===== src/rtl/dig_div_pkg.sv =====
// Shared types and default sizing for the divided-clock monitor.
// The state enum is also the encoding seen on the internal state flop.
package dig_div_pkg;

  localparam int CNT_W_DEF    = 8;
  localparam int LOCK_CNT_DEF = 4;
  localparam int ERR_W_DEF    = 8;
  localparam int MATCH_W      = 4;

  typedef enum logic [1:0] {
    ST_IDLE   = 2'd0,
    ST_SYNC   = 2'd1,
    ST_ACQ    = 2'd2,
    ST_LOCKED = 2'd3
  } state_e;

endpackage


===== src/rtl/dig_sync_edge.sv =====
// Brings an asynchronous level into the clk domain and flags each transition.
// edge_pulse is registered, so it follows a qualifying input change by three clk edges.
module dig_sync_edge
  import dig_div_pkg::*;
(
  input  logic clk,
  input  logic rstb,
  input  logic d_async,
  output logic d_sync,
  output logic edge_pulse
);

  logic s1_q, s1_d;
  logic s2_q, s2_d;
  logic s3_q, s3_d;
  logic edge_q, edge_d;

  always_comb begin
    s1_d   = d_async;
    s2_d   = s1_q;
    s3_d   = s2_q;
    edge_d = s2_q ^ s3_q;
  end

  always_ff @(posedge clk or negedge rstb) begin
    if (!rstb) begin
      s1_q   <= 1'b0;
      s2_q   <= 1'b0;
      s3_q   <= 1'b0;
      edge_q <= 1'b0;
    end else begin
      s1_q   <= s1_d;
      s2_q   <= s2_d;
      s3_q   <= s3_d;
      edge_q <= edge_d;
    end
  end

  assign d_sync     = s2_q;
  assign edge_pulse = edge_q;

endmodule


===== src/rtl/dig_div_mon.sv =====
// Divided-clock monitor: measures div_in half-periods in clk cycles, declares
// lock after LOCK_CNT consecutive matches and counts mismatch/stall error events.
module dig_div_mon
  import dig_div_pkg::*;
#(
  parameter int CNT_W    = CNT_W_DEF,
  parameter int LOCK_CNT = LOCK_CNT_DEF,
  parameter int ERR_W    = ERR_W_DEF
) (
  input  logic             clk,
  input  logic             rstb,
  input  logic             en,
  input  logic             div_in,
  input  logic [CNT_W-1:0] exp_half,
  input  logic             clr_err,
  output logic             edge_pulse,
  output logic [CNT_W-1:0] meas_half,
  output logic             locked,
  output logic             err,
  output logic [ERR_W-1:0] err_cnt
);

  localparam logic [CNT_W-1:0]   CNT_MAX  = '1;
  localparam logic [CNT_W-1:0]   CNT_ONE  = CNT_W'(1);
  localparam logic [ERR_W-1:0]   ERR_MAX  = '1;
  localparam logic [ERR_W-1:0]   ERR_ONE  = ERR_W'(1);
  localparam logic [MATCH_W-1:0] MATCH_ONE = MATCH_W'(1);
  localparam logic [MATCH_W-1:0] LOCK_TGT = MATCH_W'(LOCK_CNT);

  state_e             state_q, state_d;
  logic [CNT_W-1:0]   cnt_q, cnt_d;
  logic [CNT_W-1:0]   meas_q, meas_d;
  logic [MATCH_W-1:0] match_q, match_d;
  logic               locked_q, locked_d;
  logic               err_q, err_d;
  logic [ERR_W-1:0]   err_cnt_q, err_cnt_d;

  logic               edge_w;
  logic               div_sync_unused;
  logic               hit;
  logic               stall;
  logic               err_evt;
  logic [CNT_W-1:0]   cnt_inc;
  logic [MATCH_W-1:0] match_inc;

  dig_sync_edge u_sync_edge (
    .clk        (clk),
    .rstb       (rstb),
    .d_async    (div_in),
    .d_sync     (div_sync_unused),
    .edge_pulse (edge_w)
  );

  always_comb begin
    state_d   = state_q;
    cnt_d     = cnt_q;
    meas_d    = meas_q;
    match_d   = match_q;
    err_d     = err_q;
    err_cnt_d = err_cnt_q;
    err_evt   = 1'b0;

    cnt_inc   = (cnt_q == CNT_MAX) ? cnt_q : cnt_q + CNT_ONE;
    match_inc = match_q + MATCH_ONE;
    // cnt_q holds the full half-period on the cycle edge_pulse is high
    hit       = (cnt_q == exp_half) && (exp_half != '0);
    stall     = !edge_w && (cnt_q == CNT_MAX);

    if (!en) begin
      state_d = ST_IDLE;
      cnt_d   = '0;
      match_d = '0;
    end else begin
      case (state_q)
        ST_IDLE: begin
          state_d = ST_SYNC;
          cnt_d   = '0;
        end
        ST_SYNC: begin
          // first edge only marks a phase reference; its interval is partial
          if (edge_w) begin
            cnt_d   = CNT_ONE;
            state_d = ST_ACQ;
          end else begin
            cnt_d = cnt_inc;
          end
        end
        ST_ACQ, ST_LOCKED: begin
          if (edge_w) begin
            cnt_d  = CNT_ONE;
            meas_d = cnt_q;
            if (state_q == ST_ACQ) begin
              if (hit) begin
                match_d = match_inc;
                if (match_inc == LOCK_TGT) state_d = ST_LOCKED;
              end else begin
                match_d = '0;
              end
            end else if (!hit) begin
              err_evt = 1'b1;
              match_d = '0;
              state_d = ST_ACQ;
            end
          end else if (stall) begin
            err_evt = 1'b1;
            cnt_d   = '0;
            match_d = '0;
            state_d = ST_SYNC;
          end else begin
            cnt_d = cnt_inc;
          end
        end
        default: begin
          state_d = ST_IDLE;
          cnt_d   = '0;
          match_d = '0;
        end
      endcase
    end

    // a coincident clear is applied first so the new event still registers
    if (err_evt) begin
      err_d = 1'b1;
      if (clr_err) err_cnt_d = ERR_ONE;
      else if (err_cnt_q != ERR_MAX) err_cnt_d = err_cnt_q + ERR_ONE;
    end else if (clr_err) begin
      err_d     = 1'b0;
      err_cnt_d = '0;
    end

    locked_d = (state_d == ST_LOCKED);
  end

  always_ff @(posedge clk or negedge rstb) begin
    if (!rstb) begin
      state_q   <= ST_IDLE;
      cnt_q     <= '0;
      meas_q    <= '0;
      match_q   <= '0;
      locked_q  <= 1'b0;
      err_q     <= 1'b0;
      err_cnt_q <= '0;
    end else begin
      state_q   <= state_d;
      cnt_q     <= cnt_d;
      meas_q    <= meas_d;
      match_q   <= match_d;
      locked_q  <= locked_d;
      err_q     <= err_d;
      err_cnt_q <= err_cnt_d;
    end
  end

  assign edge_pulse = edge_w;
  assign meas_half  = meas_q;
  assign locked     = locked_q;
  assign err        = err_q;
  assign err_cnt    = err_cnt_q;

endmodule

===== config.mk =====
export PLATFORM = sky130hd
export DESIGN_NAME = dig_div_mon
export DESIGN_NICKNAME = d
export VERILOG_FILES = /design/src/rtl/dig_div_pkg.sv /design/src/rtl/dig_sync_edge.sv /design/src/rtl/dig_div_mon.sv
export SDC_FILE = /design/constraint.sdc
export NUM_CORES = 1
export LEC_CHECK = 0
export BUFFER_PORTS_ARGS = -buffer_cell sky130_fd_sc_hd__buf_2
export CAP_MARGIN = 0
export CORE_MARGIN = 3
export CORE_UTILIZATION = 31
export CTS_CLUSTER_DIAMETER = 150
export DETAILED_ROUTE_END_ITERATION = 8
export PLACE_DENSITY_LB_ADDON = 0.12
export SLEW_MARGIN = 20
export SYNTH_ARGS = -nofsm -noshare
export SYNTH_HDL_FRONTEND = slang
export SYNTH_HIERARCHICAL = 1
export SYNTH_SLANG_ARGS = --single-unit

===== constraint.sdc =====
create_clock -name clk -period 2.5 [get_ports clk]
set_clock_uncertainty 0.15 [all_clocks]
set_input_delay 0.375 -clock clk [delete_from_list [all_inputs] [get_ports clk]]
set_output_delay 0.375 -clock clk [all_outputs]
set_load 0.005 [all_outputs]

==> summary.md <==
| Metric | Value |
|---|---|
| Max-cap viol count | 0 |
| Dpl hpwl | 3021 um |
| Sequential share of power | 0.501 |
| Worst vdd ir | 279.4 uV |
| First-pass GRT wire length | 7065 um |
| Share of cells above drive strength 1 | 0.2824 |
| Vias per cell | 4.944 |
| Final Core Density | 0.3914 |
| DIE AREA | 6941 um^2 |
| Syn_nets | 196 |
| Final setup violation count | 0 |
| Post-CTS Hold Buffers | 0 |
| Initial core utilization | 0.3285 |
| Cell Rows | 27 |
| Final worst slack | 207.6 ps |
| Commonest non-fill, non-tap cells in the layout | 36 x dfrtp_1, 31 x buf_2, 16 x nor2_1 |
| Outcome | finished, final reports clean |
| Commonest non-fill, non-tap cell in the layout | dfrtp_1 |
| Yosys cell types | 45 |
| Die X | 83.32 um |
| Fin. max-slew vios | 0 |
| Ports | 32 |
| Setup TNS | 0 ps |
| Clock Power Share | 0.416 |
| Starting DRT DRC Count | 63 |
| Critical path fanouts, max | 16 |
| Pwr per Cell Area | 554.9 nW/um^2 |
| Root Driver | clkbuf_8 |
| CTS clk-pin slew, worst paths | 80 ps |
| Insertion delay to the later sink of the worst-skew pair | 290 ps |
| Number of nets in the layout | 232 |
| Total net switching power | 289.7 uW |
| CTS tree | done |
| Sw Share | 0.2364 |
| CTS H-tree lvls | 2 |
| Leak Pwr | 1.029 nW |
| Met1 layer usage reported by global route | 0.1525 |
| Comb pwr share | 0.083 |
| Area of the mapped netlist | 1853 um^2 |
| Slew headroom | 0.4724 |
| P_int | 935.8 uW |
| Hold Vio Cnt, Final | 0 |
| Worst Hold Class | input port to async pin |
| Vias in the first global route | 1496 |
| Pre-CTS WS | 112.3 ps |
| Post-synthesis sequential area ratio | 0.4862 |
| Vias | 1424 |
| Met3 Use GR | 0.03472 |
| Routed WL | 4007 um |
| # DRC | 0 |
| Post-CTS setup buffer count | 0 |
| EDFF count, synth | 0 |
| CTS Buf Count | 5 |
| Final ANT Viol Nets | 0 |
| Ys async rst share | 1.000 |
| Worst path required time | 2570 ps |
| IO buf count | 31 |
| Grt ovf | 0 |
| Tmin final | 2292 ps |
| Worst-margin pin slew | 791.4 ps |
| Cells after Synth | 179 |
| Critical path endpoint category | flop |
| Peak Freq | 0.4362 GHz |
| Final period util | 0.9170 |
| Largest net degree at the start of global routing | 37 |
| Synth-to-Final Area Change | 19.18% |
| Wire per inst | 13.91 um |
| Crit path arrival time | 2360 ps |
| Warnings from Yosys | 6 |
| CTS resizes | 0 |
| Max Root-Sink Buffers | 2 |
| Unrepaired setup endpoints after global routing | false |
| Initial antenna violation count | 0 |
| Setup CP Type | flop to flop |
| Clock sink count | 36 |
| Die H | 83.32 um |
| Synth Register Bits | 36 |
| GR Util met2 | 0.2092 |
| Most used routing layer | met2 |
| CP Launch Type | flop |
| Core ar. | 5642 um^2 |
| Post-Syn Area per Cell | 10.35 um^2 |
| Ys flop type | dfrtp_1 |
| Total track usage | 0.1257 |
| # diodes | 0 |
| Gp weighted congestion | 0.7552 |
| DRT Pass-1 Iters | 4 |
through the flow:
stage	std cells	instance area [um^2]	hold slack, ps	power [mW]
finish	288	2208	7.474	1.226
global route	288	2208	28.16	1.290
detailed placement	280	2097	187.0	0.7305
floorplan	179	1853	-70.59	0.6775
CTS	288	2208	30.71	1.251
global placement	280	2097	184.7	0.7267
critical path, cell delays in order, from the launching register on:
cell and delay (ps):
dfrtp_1 460, ha_1 340, nand4_4 210, nor2_4 180, o211ai_4 180, or4_1 540, a21oi_1 170
final cells by class:
class | count | area, um^2
clock buffers | 5 | 68.82
fillers | 553 | 3433
flip-flops and latches | 36 | 900.9
repair buffers | 35 | 185.2
inverters | 8 | 30.03
multi-input cells | 129 | 890.9
clock inverters | 3 | 42.54
well taps | 72 | 90.09
path summary, 6_finish.rpt:
| path | startpoint | endpoint | slack, ps | depth (start not counted) |
|---|---|---|---|---|
| max | cnt_q[1] | err_cnt[3] | 210 | 6 |
| min | rstb | err_cnt[4] | 7 | 1 |
| max reg2reg | cnt_q[1] | err_cnt[3] | 210 | 6 |
| min reg2reg | u_sync_edge/s1_q | u_sync_edge/d_sync | 200 | 0 |
| max in group asynchronous | rstb | meas_half[2] | 1680 | 1 |
| min in group clk | div_in | u_sync_edge/s1_q | 40 | 1 |
cell usage after synthesis, types with 6 or more instances:
| library cell | number | area, um^2 |
|---|---|---|
| dfrtp_1 | 36 | 900.9 |
| nor2_1 | 16 | 60.06 |
| xor2_1 | 12 | 105.1 |
| nand2_1 | 11 | 41.29 |
| nand3_1 | 11 | 55.05 |
| mux2_2 | 9 | 101.4 |
| inv_1 | 8 | 30.03 |
| a21oi_1 | 7 | 35.03 |
| nor3_1 | 6 | 30.03 |
| o21ai_0 | 6 | 30.03 |
kinds of logic after synthesis:
group	synth area share
and+or+nand+nor	0.2120
buffers and inverters	0.03309
muxes	0.06010
DFF	0.4862
xor gates and xnor gates	0.07090
AOI/OAI and AO/OA	0.1107
adders and majority gates	0.02701
power by group through the flow:
stage	Sequential (mW)	Combinational [mW]	Clock, mW
floorplan	0.622	0.0556	0
global placement	0.625	0.102	0
detailed placement	0.626	0.105	0
CTS	0.615	0.105	0.532
global route	0.616	0.116	0.557
finish	0.615	0.102	0.509
routing by layer:
layer | part of all wire | wire (um)
met5 | 0 | 0
met2 | 0.49 | 1961
met4 | 0.016 | 65
met3 | 0.040 | 159
met1 | 0.45 | 1821
registers in the layout, indices dropped and copies added (netlist names):
register                count
err_cnt                     8
u_sync_edge/s1_q            1
meas_half                   8
match_q                     4
cnt_q                       8
u_sync_edge/edge_pulse      1
err                         1
state_q                     2
locked                      1
u_sync_edge/s3_q            1
u_sync_edge/d_sync          1
Power figures use the tool's default switching activity.
